--- src/rtl/shift_reg_univ.sv ---
// Universal shift register: hold, bidirectional shift and parallel load over
// WIDTH bits. A saturating shift counter with a one-cycle DONE pulse lets the
// block work as a serializer or deserializer. All outputs come straight from
// flops, so no input has a combinational path to any output.
module shift_reg_univ #(
    parameter int unsigned        WIDTH   = 4,
    parameter logic [WIDTH-1:0]   RST_VAL = '0,
    localparam int unsigned       CNT_W   = $clog2(WIDTH + 1)
) (
    input  logic             CLK,
    input  logic             RESET,
    input  logic             EN,
    input  logic [1:0]       MODE,
    input  logic             SI_MSB,
    input  logic             SI_LSB,
    input  logic [WIDTH-1:0] PAR_IN,
    output logic [WIDTH-1:0] PAR_OUT,
    output logic             SO_LSB,
    output logic             SO_MSB,
    output logic [CNT_W-1:0] SHIFT_CNT,
    output logic             DONE
);

    typedef enum logic [1:0] {
        MODE_HOLD = 2'b00,
        MODE_SHR  = 2'b01,
        MODE_SHL  = 2'b10,
        MODE_LOAD = 2'b11
    } mode_e;

    localparam logic [CNT_W-1:0] CNT_FULL = CNT_W'(WIDTH);
    localparam logic [CNT_W-1:0] CNT_LAST = CNT_W'(WIDTH - 1);

    mode_e            op;
    logic [WIDTH-1:0] q;
    logic [WIDTH-1:0] q_next;
    logic [CNT_W-1:0] cnt;
    logic [CNT_W-1:0] cnt_next;
    logic [CNT_W-1:0] cnt_inc;
    logic             done;
    logic             done_next;

    assign op = mode_e'(MODE);

    // Counter step for a shift: advances until WIDTH, then sticks there.
    assign cnt_inc = (cnt == CNT_FULL) ? cnt : cnt + CNT_W'(1);

    // Next-state selection for register, counter and completion pulse.
    always_comb begin
        // NOTE: every output of this block gets a default first, so no path
        // leaves a signal unassigned and no latch is inferred.
        q_next    = q;
        cnt_next  = cnt;
        done_next = 1'b0;
        if (EN) begin
            case (op)
                MODE_SHR: begin
                    q_next    = {SI_MSB, q[WIDTH-1:1]};
                    cnt_next  = cnt_inc;
                    done_next = (cnt == CNT_LAST);
                end
                MODE_SHL: begin
                    q_next    = {q[WIDTH-2:0], SI_LSB};
                    cnt_next  = cnt_inc;
                    done_next = (cnt == CNT_LAST);
                end
                MODE_LOAD: begin
                    q_next   = PAR_IN;
                    cnt_next = '0;
                end
                default: begin
                    q_next   = q;
                    cnt_next = cnt;
                end
            endcase
        end
    end

    // State register; synchronous reset wins over enable and mode.
    always_ff @(posedge CLK) begin
        // NOTE: sequential state uses non-blocking assignments so every flop
        // samples the pre-edge values, independent of statement order.
        if (RESET) begin
            q    <= RST_VAL;
            cnt  <= '0;
            done <= 1'b0;
        end else begin
            q    <= q_next;
            cnt  <= cnt_next;
            done <= done_next;
        end
    end

    assign PAR_OUT   = q;
    assign SO_LSB    = q[0];
    assign SO_MSB    = q[WIDTH-1];
    assign SHIFT_CNT = cnt;
    assign DONE      = done;

endmodule

--- config.mk ---
export PLATFORM = sky130hd
export DESIGN_NAME = shift_reg_univ
export DESIGN_NICKNAME = d
export VERILOG_FILES = /design/src/rtl/shift_reg_univ.sv
export SDC_FILE = /design/constraint.sdc
export NUM_CORES = 1
export LEC_CHECK = 0
export CORE_AREA = 2 2 39 41
export DETAILED_ROUTE_END_ITERATION = 16
export DIE_AREA = 0 0 41 43
export GPL_TIMING_DRIVEN = 0
export PLACE_DENSITY = 0.77
export SYNTH_ARGS = -nofsm -noshare
export SYNTH_HDL_FRONTEND = slang
export SYNTH_SLANG_ARGS = --single-unit
--- constraint.sdc ---
create_clock -name CLK -period 4 [get_ports CLK]
set_clock_uncertainty 0.05 [all_clocks]
set_input_delay 0.6 -clock CLK [delete_from_list [all_inputs] [get_ports CLK]]
set_output_delay 0.6 -clock CLK [all_outputs]
set_load 0.03 [all_outputs]
==> qor.csv <==
metric;value;unit
ios;21;
root_buffer;clkbuf_4;
synthCells;54;
max_freq;455;MHz
worstSkewPairLatency;240;ps
r2r_slack;2430;ps
hold_viol;0;
cts_buffers;3;
fin_setup_tns;0;ps
grt_max_degree;10;
io_buffers;19;
crit_buf_inv;2;
required;4130;ps
diodes;0;
synth-main-ff-cell;dfxtp_1;
fin_hold_ws;461;ps
final_common_cell;clkdlybuf4s50_1;
ys_seq_elements;8;
antenna_found_initial;0;
grt_overflow;0;
netlist-cell-type-count;20;
fin_crit_sh;0.549;
syn_avg_cell_area;8.90;um^2
utilization;0.515;
endpoint_kind;flop;
ys_warn_count;0;
worstPathCellList;clkdlybuf4s50_1, inv_1, ha_1, and3_4, or4b_4, a21oi_2;
ant_nets;0;
reg2reg_depth;5;
tightest_slew;387;ps
detailedPlace.worstSlack;1540;ps
place.gp.congestion;0.656;
netlist.area_leader.share;0.333;
finalNonFillerCells;92;
num_rows;14;
initial_core_util;0.347;
min_path_cells;2;
slew_viol_final;0;
dp_hpwl;772;um
drv_cap;0;
placedCellCount;89;
status;finished, final reports clean;
netlist_area;480;um^2
min_period;2200;ps
wirelength;1.02;mm
cts_tree;yes;
critical_path.max_stage_delay;510;ps
netlist_top_cells_area;dfxtp_1, ha_1, a311oi_1;
synth_top_cell_by_area;dfxtp_1;
h-tree-depth;1;
die_area;1760;um^2
die_w;41;um
drc;0;
syn_nets;71;
grt_first_pass_wirelength;1.68;mm
via_per_inst;4.92;
irDropWorstVdd;140;uV
grt_pass1_vias;427;
cts_sinks;8;
cp-start-kind;input pin;
nets;95;
cp.depth;6;
first_pass_iters;2;
clk_pin_slew;50;ps
post_cts_hold_buffer_count;0;
setup_viol_count_final;0;
synth_edf_count;0;
grt_setup_unrepaired;no;
track_usage;0.140;
cts-resized-gates;0;
wire_per_inst;11.1;um
p_leak;0.283;nW
syn_to_final_growth;48.4;%
crit_arrival;2330;ps
critPathKind;input pin to flop;
clockBufferDepth;2;
fin_ws;1800;ps
die_y;43;um
cts_setup_buffers;0;
core_area;1380;um^2
crit_slowest_cell;or4b_4;
drt-initial-drc-count;6;
final_cell_mix;clkdlybuf4s50_1, dfxtp_1, nor2_1, ha_1, inv_1;
vias;453;
slew_headroom;0.742;
p_per_area;301;nW/um^2
synthArstFlopShare;0;
drive_gt1_frac;0.132;
cpLargestDelayFamily;simple AND/OR/NAND/NOR gates;
seq_area_frac_synth;0.333;
crit_fanout;5;
hp-class;flop to flop;
routing by layer:
layer | vias to the layer above | track usage | part of all wire
met1 | 194 | 0.166 | 0.47
met3 | 2 | 0.0366 | 0.11
met5 | - | 0 | 0
met4 | 0 | 0.0800 | 0.0079
met2 | 18 | 0.216 | 0.42
li1 | 239 | - | -
flip-flops by register name, summed over array words and instances, names as in the netlist:
| register | count |
|---|---|
| SHIFT_CNT | 3 |
| DONE | 1 |
| PAR_OUT | 4 |
worst register-to-register path: cells and delay by family (launching register included):
| family | cells | cell delay (ps) |
|---|---|---|
| adder cells (fa/ha/maj) | 1 | 190 |
| AO/OA/AOI/OAI | 1 | 130 |
| AND/OR/NAND/NOR | 2 | 690 |
| buffers and inverters | 1 | 60 |
| flip-flops | 1 | 390 |
cells by family after synthesis:
kind of cell	share of synthesized area
compound gates	0.219
fa+ha+maj	0.156
buf+inv	0.102
flops	0.333
simple gates	0.190
final cells by class:
type | instances | area [um^2]
Fill cell | 145 | 671
Multi-Input combinational cell | 36 | 272
Sequential cell | 8 | 160
Inverter | 5 | 18.8
Timing Repair Buffer | 19 | 190
Clock buffer | 3 | 22.5
Buffer | 5 | 30.0
Tap cell | 16 | 20.0
Yosys cell counts (2+ instances only):
master,instances
nor2_1,6
clkbuf_1,2
a22oi_1,4
buf_4,3
a311oi_1,4
o21ai_0,2
dfxtp_1,8
inv_1,5
ha_1,6
nand2_1,4
power by group:
| group | leakage (nW) | switching, mW | internal [mW] |
|---|---|---|---|
| registers | 0.0657 | 0.00497 | 0.0853 |
| clock network | 0.0138 | 0.0242 | 0.0341 |
| logic | 0.204 | 0.0336 | 0.0323 |
path summary, 6_finish.rpt:
check	startpoint	to
setup reg to reg	SHIFT_CNT[0]$_SDFFE_PP0P_	SHIFT_CNT[1]$_SDFFE_PP0P_
hold / removal	PAR_OUT[2]$_SDFFE_PP0P_	PAR_OUT[1]$_SDFFE_PP0P_
hold reg to reg	PAR_OUT[2]$_SDFFE_PP0P_	PAR_OUT[1]$_SDFFE_PP0P_
setup / recovery	MODE[0]	SHIFT_CNT[1]$_SDFFE_PP0P_
through the flow:
stage	total power, mW	instance area, um^2
finish	0.214	713
global route	0.228	713
CTS	0.218	713
detailed placement	0.158	691
global placement	0.157	691
floorplan	0.130	480
No activity file was read; power rests on OpenSTA's default activity.
==> variant 1 (config.mk and constraints unchanged) <==
`WIDTH`: 4 -> 8.
--- a/src/rtl/shift_reg_univ.sv
+++ b/src/rtl/shift_reg_univ.sv
@@ -3,7 +3,7 @@
 // block work as a serializer or deserializer. All outputs come straight from
 // flops, so no input has a combinational path to any output.
 module shift_reg_univ #(
-    parameter int unsigned        WIDTH   = 4,
+    parameter int unsigned        WIDTH   = 8,
     parameter logic [WIDTH-1:0]   RST_VAL = '0,
     localparam int unsigned       CNT_W   = $clog2(WIDTH + 1)
 ) (
Interface: changed (resized PAR_IN, PAR_OUT and SHIFT_CNT); port bits go from 21 to 30. No check against the original RTL was run, so the function may have changed too.
==> variant 1 against the unedited design <==
  * Sequential cell count rose by 5
  * Maximum frequency fell by 3.7%
  * Register-to-register slack got worse by 0.15 ns
  * Final area rose by 47%
  * Wire length rose by 85%
  * Count of clock-buffer cells in the layout rose by 1
  * Via count rose by 77%
  * Setup slack got worse by 0.084 ns
  * Power rose by 48%
  * Area after synthesis rose by 48%
==> variant 1: results (changes against the unedited design) <==
grt:
  grt_pass1_vias: 646  # +51%
  grtUsageMet1_pct: 35.5  # +19 points
  grt_pass1_wl_mm: 2.92  # +73%
  track_usage_pct: 24.0  # +10 points
place:
  preCtsSetupSlack_ns: 1.48  # -0.0653 ns
  place.detailed.hpwl_mm: 1.41  # +82%
  dp_cells: 130  # +46%
  gp_congestion: 0.854  # +30%
worst_setup_path:
  r2r_slack_ns: 2.28  # -0.15 ns
  critPathCapture: "PAR_OUT[5]$_SDFFE_PP0P_"
  critPathMaxFanout: 9  # +4
timing:
  hold_ws_ns: 0.472  # +0.0110 ns
  tightest_slew_ns: 0.517  # +0.130 ns
finish:
  multi_input_area_um2: 399  # +47%
  fillers: 120  # -17%
  fin_nets: 139  # +46%
  largest_reg_flops: 8  # +4
  drive_above_1_share_pct: 5.93  # -7.2 points
outcome:
  status: "completed"
drt:
  wl_per_cell_um: 14.0  # +27%
  routed_wl_mm: 1.88  # +85%
synth:
  seq_area_frac_synth_pct: 36.7  # +3.4 points
  synth.top_cells.by_area: "dfxtp_1 (37%), a311oi_1 (9.9%), ha_1 (8.8%), a22oi_1 (8.5%), nand2_1 (5.3%)"
  synth-adder-area-share_pct: 8.82  # -6.8 points
  synthTopCellsByCount: "dfxtp_1 (13), nand2_1 (10), nor2_1 (9)"
clocking:
  insertion_delay_ns: 0.28  # +0.04 ns
  path_clk_slew_ns: 0.08  # +0.03 ns
power:
  ir_worst_vdd_uv: 207  # +48%
-- variant 1: cell count changes after synthesis, moves of 2 or more --
cell | before | now
a31oi_1 | 0 | 2
nor2_1 | 6 | 9
o21ai_0 | 2 | 4
a311oi_1 | 4 | 8
a22oi_1 | 4 | 8
nand3_1 | 0 | 2
dfxtp_1 | 8 | 13
a21oi_1 | 1 | 3
clkbuf_1 | 2 | 4
nand2_1 | 4 | 10
-- variant 1: layout make-up --
type / instances / area share, %
clock buffer: 4 / 2.51
tap: 16 / 1.91
timing repair buffer: 29 / 27.8
inverter: 4 / 1.44
sequential: 13 / 24.9
buffer: 7 / 3.35
multi-input combinational: 61 / 38.2
-- variant 1: power by group through the flow --
stage	sequential, uW	combinational, uW	clock [uW]
2_1_floorplan	161	33.5	0
3_3_place_gp	147	85.0	0
3_5_place_dp	148	86.4	0
4_1_cts	145	86.7	85.3
5_1_grt	146	93.9	89.1
6_report	145	87.2	84.6
-- variant 1: worst max-delay path, stage by stage --
cell and delay [ns]:
clkdlybuf4s50_1 0.48, inv_1 0.06, ha_1 0.18, clkbuf_1 0.21, nor2_1 0.47, nand2_1 0.12
a311oi_1 0.29
-- variant 1: cell families (layout without fill, tap and decap cells) --
logic type / count (synthesis) / count (layout)
AOI/OAI and AO/OA: 26 / 26
adders and majority gates: 5 / 5
buffers and inverters: 11 / 44
DFF: 13 / 13
and+or+nand+nor: 30 / 30
-- variant 1: routing by layer --
layer  vias up  share of wire [%]
met1       369                 44
li1        382                  -
met4         0                1.6
met5         -                  0
met2        46                 46
met3         5                8.1
==> variant 2 (config.mk and constraints unchanged) <==
Without the edit above. Register the input `MODE` before use, without a reset. The logic sees it one clock later. The other inputs are not delayed to match.
--- a/src/rtl/shift_reg_univ.sv
+++ b/src/rtl/shift_reg_univ.sv
@@ -31,6 +31,12 @@
     localparam logic [CNT_W-1:0] CNT_FULL = CNT_W'(WIDTH);
     localparam logic [CNT_W-1:0] CNT_LAST = CNT_W'(WIDTH - 1);
 
+    logic [1:0] MODE_q;
+
+    always_ff @(posedge CLK) begin
+        MODE_q <= MODE;
+    end
+
     mode_e            op;
     logic [WIDTH-1:0] q;
     logic [WIDTH-1:0] q_next;
@@ -40,7 +46,7 @@
     logic             done;
     logic             done_next;
 
-    assign op = mode_e'(MODE);
+    assign op = mode_e'(MODE_q);
 
     // Counter step for a shift: advances until WIDTH, then sticks there.
     assign cnt_inc = (cnt == CNT_FULL) ? cnt : cnt + CNT_W'(1);
Behaviour: not the same (a bounded check fails within 4 cycles, from zero or initial values and one cycle with RESET high).
==> variant 2 against the unedited design <==
  * Wire length grew 14%
  * Critical path type is now reg -> out
  * Maximum frequency is 6.8% higher
  * Sequential cell count rose by 2
  * Sequential share of layout area rose by 4.1 points
  * Setup slack improved by 0.14 ns
  * Register-to-register slack worse by 0.13 ns
  * Non-clock buffer count stayed put
  * Final area increased by 5.6%
  * Area after synthesis is 8.3% higher
  * Power up 15%
==> variant 2: results (changes against the unedited design) <==
grt:
  antenna_found_initial: 0  # unchanged
  track_usage_pct: 16.7  # +2.7 points
  grt_pass1_wl_mm: 1.93  # +15%
  grt_pass1_vias: 526  # +23%
power:
  ir_worst_vdd_uv: 133  # -4.6%
  leakagePower_uw: 0.000300  # +6.0%
  p_int_uw: 173  # +14%
finish:
  fin_nets: 97  # +2.1%
  antenna_cells: 0  # unchanged
  drive_above_1_share_pct: 12.8  # -0.34 points
outcome:
  status: "completed"
synth:
  synth.top_cells.by_area: "dfxtp_1 (38%), ha_1 (14%), a311oi_1 (6.7%), a22oi_1 (5.8%), buf_4 (4.3%)"
  ys_warn_count: 0  # unchanged
  synth-adder-area-share_pct: 14.4  # -1.2 points
  synth_compound_area_share_pct: 20.2  # -1.7 points
  synth_cell_types: 20  # unchanged
  seq_area_frac_synth_pct: 38.5  # +5.1 points
  synthTopCellsByCount: "dfxtp_1 (10), ha_1 (6), nor2_1 (6)"
  syn_nets: 73  # +2.8%
drt:
  drtIter0Drc: 11  # +5
  dr.pass1.iters: 4  # +2
  viasPerCell: 5.29  # +7.4%
  routed_wl_mm: 1.16  # +14%
min_path:
  hold_path.class: "reg -> reg"
clocking:
  htree_levels: 1  # unchanged
  insertion_delay_ns: 0.26  # +0.02 ns
timing:
  max_slew_margin_pct: 74.7  # +0.48 points
worst_setup_path:
  critPathMaxFanout: 4  # -1
  worstPathArrival_ns: 1.41  # -0.92 ns
place:
  gp_congestion: 0.647  # -1.3%
  place.detailed.hpwl_um: 901  # +17%
==> variant 2: cell types whose count changed after synthesis, sizes merged <==
cell   change
dfxtp      +2
==> variant 2: cells by family (layout without fill, tap and decap cells) <==
family | count (synthesis) | count (layout)
and+or+nand+nor | 16 | 16
adders and majority gates | 6 | 6
buffers and inverters | 10 | 32
DFF | 10 | 10
AOI/OAI and AO/OA | 14 | 14
==> variant 2: metal layers <==
metal | part of all wire (%) | vias up | GRT usage (%)
met5 | 0 | - | 0
met2 | 49 | 21 | 27.8
met1 | 39 | 230 | 15.6
met4 | 3.8 | 0 | 14.0
li1 | - | 241 | -
met3 | 8.4 | 5 | 4.19
==> variant 2: layout make-up <==
type,instances,area (um2)
Fill cell,146,631
Multi-Input combinational cell,36,272
Sequential cell,10,200
Timing Repair Buffer,19,190
Buffer,5,30.0
Clock buffer,3,22.5
Tap cell,16,20.0
Inverter,5,18.8
==> variant 2: power groups by stage <==
stage / Clock [uW] / Combinational, uW / Sequential [uW]
after CTS: 68.1 / 66.8 / 112
after floorplan: 0 / 28.5 / 124
after global routing: 74.0 / 72.3 / 114
final: 67.9 / 66.3 / 112
after global placement: 0 / 64.6 / 114
after detailed placement: 0 / 66.5 / 114
==> variant 2: critical path, cell delays in order, from the launching register on <==
cell and delay [ns]:
dfxtp_1 0.37, buf_4 0.12, clkdlybuf4s50_1 0.65
==> variant 2: path summary, 6_finish.rpt <==
| path | start | end | slack, ns | cells past startpoint |
|---|---|---|---|---|
| hold / removal | SHIFT_CNT[2]$_SDFFE_PP0P_ | SHIFT_CNT[2]$_SDFFE_PP0P_ | 0.47 | 2 |
| setup / recovery | PAR_OUT[0]$_SDFFE_PP0P_ | PAR_OUT[0] | 1.94 | 2 |
| setup reg to reg | MODE_q[0]$_DFF_P_ | SHIFT_CNT[1]$_SDFFE_PP0P_ | 2.30 | 5 |
| hold reg to reg | SHIFT_CNT[2]$_SDFFE_PP0P_ | SHIFT_CNT[2]$_SDFFE_PP0P_ | 0.47 | 2 |
==> variant 2: through the flow <==
stage | util [%] | setup slack [ns] | cell area, um2 | std cells
floorplan | - | 2.29 | 520 | 56
global placement | 52.8 | 2.04 | 731 | 91
detailed placement | 52.8 | 1.99 | 731 | 91
CTS | 54.4 | 1.94 | 753 | 94
global route | 54.4 | 1.88 | 753 | 94
finish | 54.4 | 1.94 | 753 | 94
